===== config.mk =====
export PLATFORM = sky130hd
export DESIGN_NAME = bilbo_bist_ctrl
export DESIGN_NICKNAME = d
export VERILOG_FILES = /design/src/rtl/bilbo_pkg.sv /design/src/rtl/bist_shift_cnt.sv /design/src/rtl/bilbo_bist_ctrl.sv
export SDC_FILE = /design/constraint.sdc
export NUM_CORES = 1
export LEC_CHECK = 0
export ABC_AREA = 1
export BUFFER_PORTS_ARGS = -buffer_cell sky130_fd_sc_hd__buf_2
export CAP_MARGIN = 20
export CORE_MARGIN = 2
export CORE_UTILIZATION = 51
export CTS_CLUSTER_SIZE = 16
export DETAILED_ROUTE_END_ITERATION = 8
export PLACE_DENSITY = 0.76
export SYNTH_ARGS = -nofsm -noshare
export SYNTH_HDL_FRONTEND = slang
export SYNTH_SLANG_ARGS = --single-unit

===== constraint.sdc =====
create_clock -name clk -period 1.5 [get_ports clk]
set_clock_uncertainty 0.2 [all_clocks]
set_input_delay 0.075 -clock clk [delete_from_list [all_inputs] [get_ports clk]]
set_output_delay 0.075 -clock clk [all_outputs]
set_load 0.02 [all_outputs]

===== src/rtl/bilbo_pkg.sv =====
// Shared types for the BILBO BIST sequencer: BILBO mode encoding,
// sequencer states, default widths and state-to-mode decode helpers.
package bilbo_pkg;

   localparam int DEF_WIDTH = 8;
   localparam int DEF_CNT_W = 16;

   typedef enum logic [1:0] {
      MODE_NORMAL = 2'b00,
      MODE_SCAN   = 2'b01,
      MODE_PRPG   = 2'b10,
      MODE_MISR   = 2'b11
   } bilbo_mode_e;

   typedef enum logic [2:0] {
      ST_IDLE,
      ST_CLEAR,
      ST_SEED,
      ST_RUN,
      ST_UNLOAD,
      ST_CHECK,
      ST_DONE
   } bist_state_e;

   function automatic logic is_busy(bist_state_e s);
      return (s == ST_CLEAR) || (s == ST_SEED) ||
             (s == ST_RUN) || (s == ST_UNLOAD) ||
             (s == ST_CHECK);
   endfunction

   function automatic bilbo_mode_e gen_mode_of(bist_state_e s);
      case (s)
         ST_SEED: return MODE_SCAN;
         ST_RUN:  return MODE_PRPG;
         default: return MODE_NORMAL;
      endcase
   endfunction

   function automatic bilbo_mode_e cmp_mode_of(bist_state_e s);
      case (s)
         ST_RUN:    return MODE_MISR;
         ST_UNLOAD: return MODE_SCAN;
         default:   return MODE_NORMAL;
      endcase
   endfunction

endpackage


===== src/rtl/bist_shift_cnt.sv =====
// Loadable down-counter with zero/one flags; saturates at zero.
// Ports: clk, rst (async high), i_load/i_val, i_dec, o_zero, o_one.
module bist_shift_cnt #(
   parameter int W = 8
) (
   input  logic         clk,
   input  logic         rst,
   input  logic         i_load,
   input  logic [W-1:0] i_val,
   input  logic         i_dec,
   output logic         o_zero,
   output logic         o_one
);

   logic [W-1:0] r_cnt;

   always_ff @(posedge clk or posedge rst) begin
      if (rst) begin
         r_cnt <= '0;
      end else if (i_load) begin
         r_cnt <= i_val;
      end else if (i_dec && (r_cnt != '0)) begin
         r_cnt <= r_cnt - 1'b1;
      end
   end

   assign o_zero = (r_cnt == '0);
   assign o_one  = (r_cnt == W'(1));

endmodule


===== src/rtl/bilbo_bist_ctrl.sv =====
// BIST sequencer driving a generator/compactor BILBO pair:
// clear, seed scan, PRPG/MISR run, signature unload, compare.
// Ports: clk, rst (async high), start, num_patterns, seed, golden,
//   gen_mode, gen_si, cmp_mode, cmp_clr, cmp_so, busy, done, pass,
//   signature. Macro BILBO_BIST_ABORT_EN adds input abort.
module bilbo_bist_ctrl
   import bilbo_pkg::*;
#(
   parameter int WIDTH = DEF_WIDTH,
   parameter int CNT_W = DEF_CNT_W
) (
   input  logic             clk,
   input  logic             rst,
   input  logic             start,
`ifdef BILBO_BIST_ABORT_EN
   input  logic             abort,
`endif
   input  logic [CNT_W-1:0] num_patterns,
   input  logic [WIDTH-1:0] seed,
   input  logic [WIDTH-1:0] golden,
   output logic [1:0]       gen_mode,
   output logic             gen_si,
   output logic [1:0]       cmp_mode,
   output logic             cmp_clr,
   input  logic             cmp_so,
   output logic             busy,
   output logic             done,
   output logic             pass,
   output logic [WIDTH-1:0] signature
);

   localparam int BIT_W = $clog2(WIDTH + 1);

   bist_state_e r_state;
   bist_state_e w_nxt;

   bilbo_mode_e r_gen_mode;
   bilbo_mode_e r_cmp_mode;
   logic        r_cmp_clr;
   logic        r_busy;
   logic        r_done;
   logic        r_pass;

   logic [WIDTH-1:0] r_seed_sh;
   logic [WIDTH-1:0] r_golden;
   logic [WIDTH-1:0] r_sig;

   logic w_accept;
   logic w_abort;
   logic w_bit_load;
   logic w_bit_dec;
   logic w_bit_zero;
   logic w_bit_one;
   logic w_pat_dec;
   logic w_pat_zero;
   logic w_pat_one;

`ifdef BILBO_BIST_ABORT_EN
   assign w_abort = abort & is_busy(r_state);
`else
   assign w_abort = 1'b0;
`endif

   bist_shift_cnt #(.W(BIT_W)) u_bit_cnt (
      .clk    (clk),
      .rst    (rst),
      .i_load (w_bit_load),
      .i_val  (BIT_W'(WIDTH)),
      .i_dec  (w_bit_dec),
      .o_zero (w_bit_zero),
      .o_one  (w_bit_one)
   );

   // Pattern count is captured straight from the port on start.
   bist_shift_cnt #(.W(CNT_W)) u_pat_cnt (
      .clk    (clk),
      .rst    (rst),
      .i_load (w_accept),
      .i_val  (num_patterns),
      .i_dec  (w_pat_dec),
      .o_zero (w_pat_zero),
      .o_one  (w_pat_one)
   );

   always_comb begin
      w_nxt      = r_state;
      w_accept   = 1'b0;
      w_bit_load = 1'b0;
      w_bit_dec  = 1'b0;
      w_pat_dec  = 1'b0;
      unique case (r_state)
         ST_IDLE, ST_DONE: begin
            if (start) begin
               w_accept = 1'b1;
               w_nxt    = ST_CLEAR;
            end
         end
         ST_CLEAR: begin
            w_nxt      = ST_SEED;
            w_bit_load = 1'b1;
         end
         ST_SEED: begin
            w_bit_dec = 1'b1;
            if (w_bit_one || w_bit_zero) begin
               if (w_pat_zero) begin
                  w_nxt      = ST_UNLOAD;
                  w_bit_load = 1'b1;
               end else begin
                  w_nxt = ST_RUN;
               end
            end
         end
         ST_RUN: begin
            w_pat_dec = 1'b1;
            if (w_pat_one || w_pat_zero) begin
               w_nxt      = ST_UNLOAD;
               w_bit_load = 1'b1;
            end
         end
         ST_UNLOAD: begin
            w_bit_dec = 1'b1;
            if (w_bit_one || w_bit_zero) begin
               w_nxt = ST_CHECK;
            end
         end
         ST_CHECK: begin
            w_nxt = ST_DONE;
         end
         default: begin
            w_nxt = ST_IDLE;
         end
      endcase
      if (w_abort) begin
         w_nxt = ST_DONE;
      end
   end

   // Outputs are registered from the next state so the BILBOs see the
   // new mode on the first edge inside each state.
   always_ff @(posedge clk or posedge rst) begin
      if (rst) begin
         r_state    <= ST_IDLE;
         r_gen_mode <= MODE_NORMAL;
         r_cmp_mode <= MODE_NORMAL;
         r_cmp_clr  <= 1'b0;
         r_busy     <= 1'b0;
         r_done     <= 1'b0;
         r_pass     <= 1'b0;
         r_seed_sh  <= '0;
         r_golden   <= '0;
         r_sig      <= '0;
      end else begin
         r_state    <= w_nxt;
         r_gen_mode <= gen_mode_of(w_nxt);
         r_cmp_mode <= cmp_mode_of(w_nxt);
         r_cmp_clr  <= (w_nxt == ST_CLEAR);
         r_busy     <= is_busy(w_nxt);
         r_done     <= (w_nxt == ST_DONE) &&
                       (r_state != ST_DONE);
         if (w_accept) begin
            r_seed_sh <= seed;
            r_golden  <= golden;
            r_pass    <= 1'b0;
            r_sig     <= '0;
         end
         if (r_state == ST_SEED) begin
            r_seed_sh <= r_seed_sh >> 1;
         end
         if (r_state == ST_UNLOAD) begin
            r_sig <= {r_sig[WIDTH-2:0], cmp_so};
         end
         if ((r_state == ST_CHECK) && !w_abort) begin
            r_pass <= (r_sig == r_golden);
         end
      end
   end

   assign gen_mode  = r_gen_mode;
   assign cmp_mode  = r_cmp_mode;
   assign cmp_clr   = r_cmp_clr;
   assign busy      = r_busy;
   assign done      = r_done;
   assign pass      = r_pass;
   assign signature = r_sig;
   // LSB of the seed shifter is the bit for the current SEED cycle.
   assign gen_si    = (r_state == ST_SEED) & r_seed_sh[0];

endmodule


# [Word level (Yosys, flattened, before mapping)]
# Index checks and enable logic that the tools add are counted.
[op_classes] n_addsub=2 n_eq_ne=16 mux=26 bitwise_logic=1 reduce_logical=21
[ops] operator="two-way mux 16 bit" n=2
[ops] operator="two-way mux 8 bit" n=4
[ops] operator="equality test 3 bit (second input constant)" n=6
[ops] operator="case mux 3 bit (6 select lines)" n=1
[ops] operator="equality test 16 x 1 -> 1 bit (second input constant)" n=1
[ops] operator="zero test 16 bit" n=1
[ops] operator="nonzero test 16 bit" n=1
[ops] operator="subtractor 16 x 1 -> 16 bit (second input constant)" n=1
[ops] operator="two-way mux 3 bit" n=5
[ops] operator="equality test 3 x 2 -> 1 bit (second input constant)" n=4
[ops] operator="nonzero test 2 bit" n=5
[ops] operator="two-way mux 1 bit" n=9
[ops] operator="equality test 8 bit" n=1
[ops] operator="two-way mux 4 bit" n=2
[ops] operator="case mux 2 bit (2 select lines)" n=2
[ops] operator="equality test 3 x 1 -> 1 bit (second input constant)" n=2
[ops] operator="logical OR 1 bit" n=6
[ops] operator="equality test 4 x 1 -> 1 bit (second input constant)" n=1
[ops] operator="zero test 4 bit" n=1
[ops] operator="nonzero test 4 bit" n=1
[ops] operator="OR reduction 2 bit" n=2
[ops] operator="subtractor 4 x 1 -> 4 bit (second input constant)" n=1
[ops] operator="logical AND 1 bit" n=3
[ops] operator="zero test 3 bit" n=1
[ops] operator="other kinds (3)" n=3
[word_totals] reg_bits=55 inputBits=36 out_inout_bits=17 wordCells=78

# [Logic depth before layout (Yosys ltp)]
[logic_depth] word_depth=9 mapped_depth=12

# [Hierarchy]
# From an unflattened synthesis, not the netlist that was laid out.
[hier_totals] hier_cells=437 area_unflattened_um2=3238.1
[by_module_without_submodules] mod="bilbo_bist_ctrl" instances=1 cells_per_inst=191 area_per_inst_um2=1645.3
[by_module_without_submodules] mod="bist_shift_cnt at u_pat_cnt" instances=1 cells_per_inst=197 area_per_inst_um2=1281.2
[by_module_without_submodules] mod="bist_shift_cnt at u_bit_cnt" instances=1 cells_per_inst=49 area_per_inst_um2=311.5

# [Least setup slack after synthesis]
# OpenSTA, ideal clock, no wires.
[synth_path] path_type="register to register" start="reg u_pat_cnt.r_cnt[0]" end="reg u_pat_cnt.r_cnt[1]" setup_time_ps=127 arrival_ps=1359 required_time_ps=1173 path_slack_ps=-185 stages_incl_launch_ff=11 period_less_slack_ps=1685 cell_sequence="dfrtp_1 inv_1 ha_1 nand2_2 nor2_4 nand2_4 nand2_4 nand2_4 buf_6 o211ai_1 o21ai_1"
[synth_between] elab_chain_len=3 word_cells_on_any_way=6
[synth_lines] element="from (decl)" line_no="bist_shift_cnt.sv:15" rtl="logic [W-1:0] r_cnt;"
[synth_lines] element="from (signal assigned)" line_no="bist_shift_cnt.sv:21" rtl="r_cnt <= i_val;"
[synth_lines] element="from (signal assigned)" line_no="bist_shift_cnt.sv:23" rtl="r_cnt <= r_cnt - 1'b1;"
[synth_lines] element="subtractor 16 x 1 -> 16 bit / nonzero test 16 bit (equally long branches)" line_no="bist_shift_cnt.sv:23, bist_shift_cnt.sv:22"
[synth_lines] element="two-way mux 16 bit / logical AND 1 bit (equally long branches)" line_no="bist_shift_cnt.sv:22" rtl="end else if (i_dec && (r_cnt != '0)) begin"
[synth_lines] element="two-way mux 16 bit / nonzero test 2 bit (equally long branches)"
# Parallel ways exist; a longest one is shown, timed or not. The select of a mux whose other input is x is not followed.
# A chain may end at the register's enable or synchronous reset.

# [Worst setup path after layout]
[layout_path] start="reg u_pat_cnt.r_cnt[0]" end="reg r_busy, in the netlist busy"
[layout_between] elab_chain_len=9 word_cells_on_any_way=16
[layout_lines] element="equality test 16 x 1 -> 1 bit / zero test 16 bit (equally long branches)" line_no="bist_shift_cnt.sv:28, bist_shift_cnt.sv:27"
[layout_lines] element="logical OR 1 bit / two-way mux 3 bit (equally long branches)" line_no="bilbo_bist_ctrl.sv:115, bilbo_bist_ctrl.sv:105"
[layout_lines] element="two-way mux 3 bit, on equally long branches" line_no="bilbo_bist_ctrl.sv:115, bilbo_bist_ctrl.sv:104"
[layout_lines] element="case mux 3 bit (6 select lines) (*)" line_no="bilbo_bist_ctrl.sv:91" rtl="unique case (r_state)"
[layout_lines] element="equality test 3 x 1 -> 1 bit / equality test 3 x 2 -> 1 bit (equally long branches)" line_no="bilbo_pkg.sv:26" rtl="return (s == ST_CLEAR) || (s == ST_SEED) ||"
[layout_lines] element="logical OR 1 bit (2 in a row)" line_no="bilbo_pkg.sv:26"
[layout_lines] element="logical OR 1 bit" line_no="bilbo_pkg.sv:27" rtl="(s == ST_RUN) || (s == ST_UNLOAD) ||"
[layout_lines] element="logical OR 1 bit (*)" line_no="bilbo_pkg.sv:27"
[layout_lines] element="to (signal assigned)" line_no="bilbo_bist_ctrl.sv:157" rtl="r_busy <= is_busy(w_nxt);"
[layout_lines] element="to (decl)" line_no="bilbo_bist_ctrl.sv:40" rtl="logic r_busy;"
# Mark *: on every way between the ends. The rest lies on a longest branch, timed or not.

==> parameters.txt <==
Parameter                              Value

Setup path
  Critical Path Source Type    flop
  Worst setup path category    reg -> reg
  Capturing element type of the critical path    flop
  Slowest stage cell, crit path    sky130_fd_sc_hd__dfrtp_1
  Worst-path maximum fanout    4
  CP Cell Sequence    buf_6 > ha_4 > nand2_1 > nor2_1 > nand2_2 > nand3_4 > nand2_2 > inv_1 > nand3_1 > nand2_1 > nand2_1
  Cell repeated most along the worst path    sky130_fd_sc_hd__nand2_1
  Largest stage delay on the critical path    460 ps
  Register-to-Register Setup Slack    -510 ps
  Arr. time, crit path    2020 ps
  Crit path required time    1500 ps
  Cell family with the largest share of critical-path delay    simple AND/OR/NAND/NOR gates
  Critical path buffer and inverter count    2

GRT
  Largest net degree at the start of global routing    55
  Total global-route track usage    29.9%
  Vias in the first global route    3323
  Overflow left after global routing    0
  Number of antenna violations at the first check in global routing    0
  Global-route wire length before repair    15200 um

Clock tree
  Root buffer selected by CTS    sky130_fd_sc_hd__clkbuf_8
  Clock Pin Slew Worst Setup and Hold Paths    110 ps
  Count of H-tree levels built during CTS    2
  Number of clock sinks    54
  Clock tree from TritonCTS    built
  Insertion delay to the later sink of the worst-skew pair    320 ps
  Deepest clock path buffer count    2
  Total CTS buffers    5

Place
  DP Wirelength    5170 um
  Gpl congestion    0.875
  IO Port Bufs    52
  Setup Slack @ Placement    -273 ps

Power and ir drop
  Worst ir drop on vdd    1.34 mV
  Combinational fraction of design power    61.8%
  Part of the total power dissipated in the clock network    12.5%
  Sw frac    45.0%
  PwrDens    1880 mW/mm2
  P_leak    2.40 nW
  Internal power    5.19 mW
  NetSw    4.26 mW
  Sequential group share of total power    25.7%

Synth
  Fraction of registers with async set/reset    100%
  Flip-flop and latch count after synthesis    54
  Most numerous cell types in the synthesized netlist    98 x sky130_fd_sc_hd__nand2_1, 54 x sky130_fd_sc_hd__dfrtp_1, 44 x sky130_fd_sc_hd__inv_1
  Most frequently used cell type in the post-synthesis netlist    sky130_fd_sc_hd__nand2_1
  Syn nets    432
  Gate count after technology mapping    390
  Yosys cell types    36
  Sequential fraction of the synthesis area    43.7%
  Mean Syn Cell Area    7.93 um2
  Mapped cell area    0.00309 mm2
  Dominant cells by area after synthesis    sky130_fd_sc_hd__dfrtp_1 44%, sky130_fd_sc_hd__nand2_1 12%, sky130_fd_sc_hd__nand3_1 6.2%
  Cell accounting for the most synthesized area    sky130_fd_sc_hd__dfrtp_1
  Leading register cell type out of synthesis    sky130_fd_sc_hd__dfrtp_1
  Warnings from Yosys    0
  Area fraction of the dominant cell type after synthesis    43.7%
  Number of enable-type register cells in the synthesized netlist    0

Floorplan
  # rows    28
  Top Ports    53
  Y dimension of the die    81.9 um
  Overall die area    0.00670 mm2
  Die X    81.9 um
  Standard cell core area    0.00589 mm2
  Effective utilization at floorplan    52.5%

STA
  RSZ-0062 raised after global routing    yes
  Crit path time final    2010 ps
  Number of failing setup endpoints in the final timing report    51
  Final period utilization    134%
  Fmax    0.497 GHz
  Least setup slack across all paths after layout    -511 ps
  Slew HR    67.7%
  Slew Viols, Final    0
  Slew at the pin closest to its max-slew limit    481 ps
  Count of final hold-check violations    0

Route
  Aggregate routed wire length    12100 um
  Drc violations    0
  Avg Vias per Cell    5.89
  First drt pass iteration count    6
  Drt first-iter violations    352
  Vias    3700
  Drt wl/cell    19.3 um
  Number of nets with antenna violations after routing    0

Outcome
  Run status    finished with violations
  Violated checks    setup timing

Finish
  Share of the core filled with cells    85.4%
  Layout cells sized above 1    44.7%
  Count of inserted antenna diode cells    0
  Final-layout fill cell count    279
  Number of nets in the layout    594
  Area growth from synthesis to layout    62.5%

Run
  Number of violations of the max-capacitance limit    0

Hold path
  Hold WC Path Type    in -> async
==> cells in the final DEF, fill, tap and decap left out, types with 12 or more instances in the layout <==
master                          instances
sky130_fd_sc_hd__inv_1                 35
sky130_fd_sc_hd__nor2_1                27
sky130_fd_sc_hd__nand3_1               23
sky130_fd_sc_hd__buf_2                 51
sky130_fd_sc_hd__buf_4                 58
sky130_fd_sc_hd__nand3_2               15
sky130_fd_sc_hd__dfrtp_1               53
sky130_fd_sc_hd__nor2_4                12
sky130_fd_sc_hd__dlygate4sd3_1         35
sky130_fd_sc_hd__nand2_2               19
sky130_fd_sc_hd__buf_6                 12
sky130_fd_sc_hd__nand2_1               76
==> power groups by stage <==
stage	sequential, mW	clock (mW)	combinational, mW
finish	2.43	1.18	5.84
global route	2.47	1.25	6.16
CTS	2.33	1.18	4.41
detailed placement	2.33	0	3.85
global placement	2.32	0	3.73
floorplan	2.41	0	2.52
==> path summary, 6_finish.rpt <==
check,cells after the start,to,from
setup / recovery,11,busy,u_pat_cnt.r_cnt[0]
max in group asynchronous,4,r_state[2],rst
setup reg to reg,11,busy,u_pat_cnt.r_cnt[0]
hold / removal,4,r_seed_sh[5],rst
min in group clk,4,r_golden[7],golden[7]
hold reg to reg,2,r_seed_sh[2],r_seed_sh[2]
==> area by class of cell <==
| cell class | count | area [um2] | area share (%) |
|---|---|---|---|
| inverters | 50 | 209 | 4.16 |
| flip-flops and latches | 54 | 1350 | 26.9 |
| repair buffers | 166 | 1390 | 27.6 |
| multi-input cells | 275 | 1850 | 36.7 |
| clock inverters | 3 | 68.8 | 1.37 |
| clock buffers | 5 | 68.8 | 1.37 |
| well taps | 75 | 93.8 | 1.87 |
==> registers in the layout (all words and copies together) (netlist names) <==
name,flops
done,1
r_seed_sh,8
u_bit_cnt.r_cnt,4
cmp_mode,2
cmp_clr,1
u_pat_cnt.r_cnt,16
r_golden,8
signature,8
gen_mode,1
r_state,3
pass,1
busy,1
==> timing repair <==
item	in CTS	in global routing
endpoints found under the setup margin	48	55
cloned	2	2
hold endpoints to repair	88	0
gates resized for setup	38	74
hold buffers	35	0
setup buffers	9	15
pin swaps	15	18
==> worst min-delay path: cells and delay by family <==
family	cells	cell delay, ps
buffers and inverters	4	1020
==> per-layer routing <==
metal	global-route usage, %	routed length (um)	vias to the layer above
met4	13.2	652	0
met1	37.6	4510	1740
li1	-	-	1585
met5	0	0	-
met2	50.9	5860	299
met3	4.51	1100	76
==> stage by stage <==
step	hold slack (ps)	total power [mW]	std cells	TNS, ps	cell area [um2]
floorplan	-57.3	4.93	390	-1740	3150
detailed placement	-20.1	6.18	559	-7600	3820
global route	212	9.88	628	-14840	5020
finish	179	9.45	628	-12550	5020
global placement	-31.7	6.06	559	-5720	3820
CTS	184	7.92	613	-6380	4580
==> kinds of logic (layout without fill, tap and decap cells) <==
group	Yosys count	after routing	share of synthesized area, %
XOR/XNOR	8	8	2.27
adder cells (fa/ha/maj)	6	6	2.43
buffers and inverters	62	224	9.55
AND/OR/NAND/NOR	209	210	31.8
AO/OA/AOI/OAI	51	51	10.2
flip-flops	54	54	43.7
Note: power is estimated with default switching activity, not from simulation.
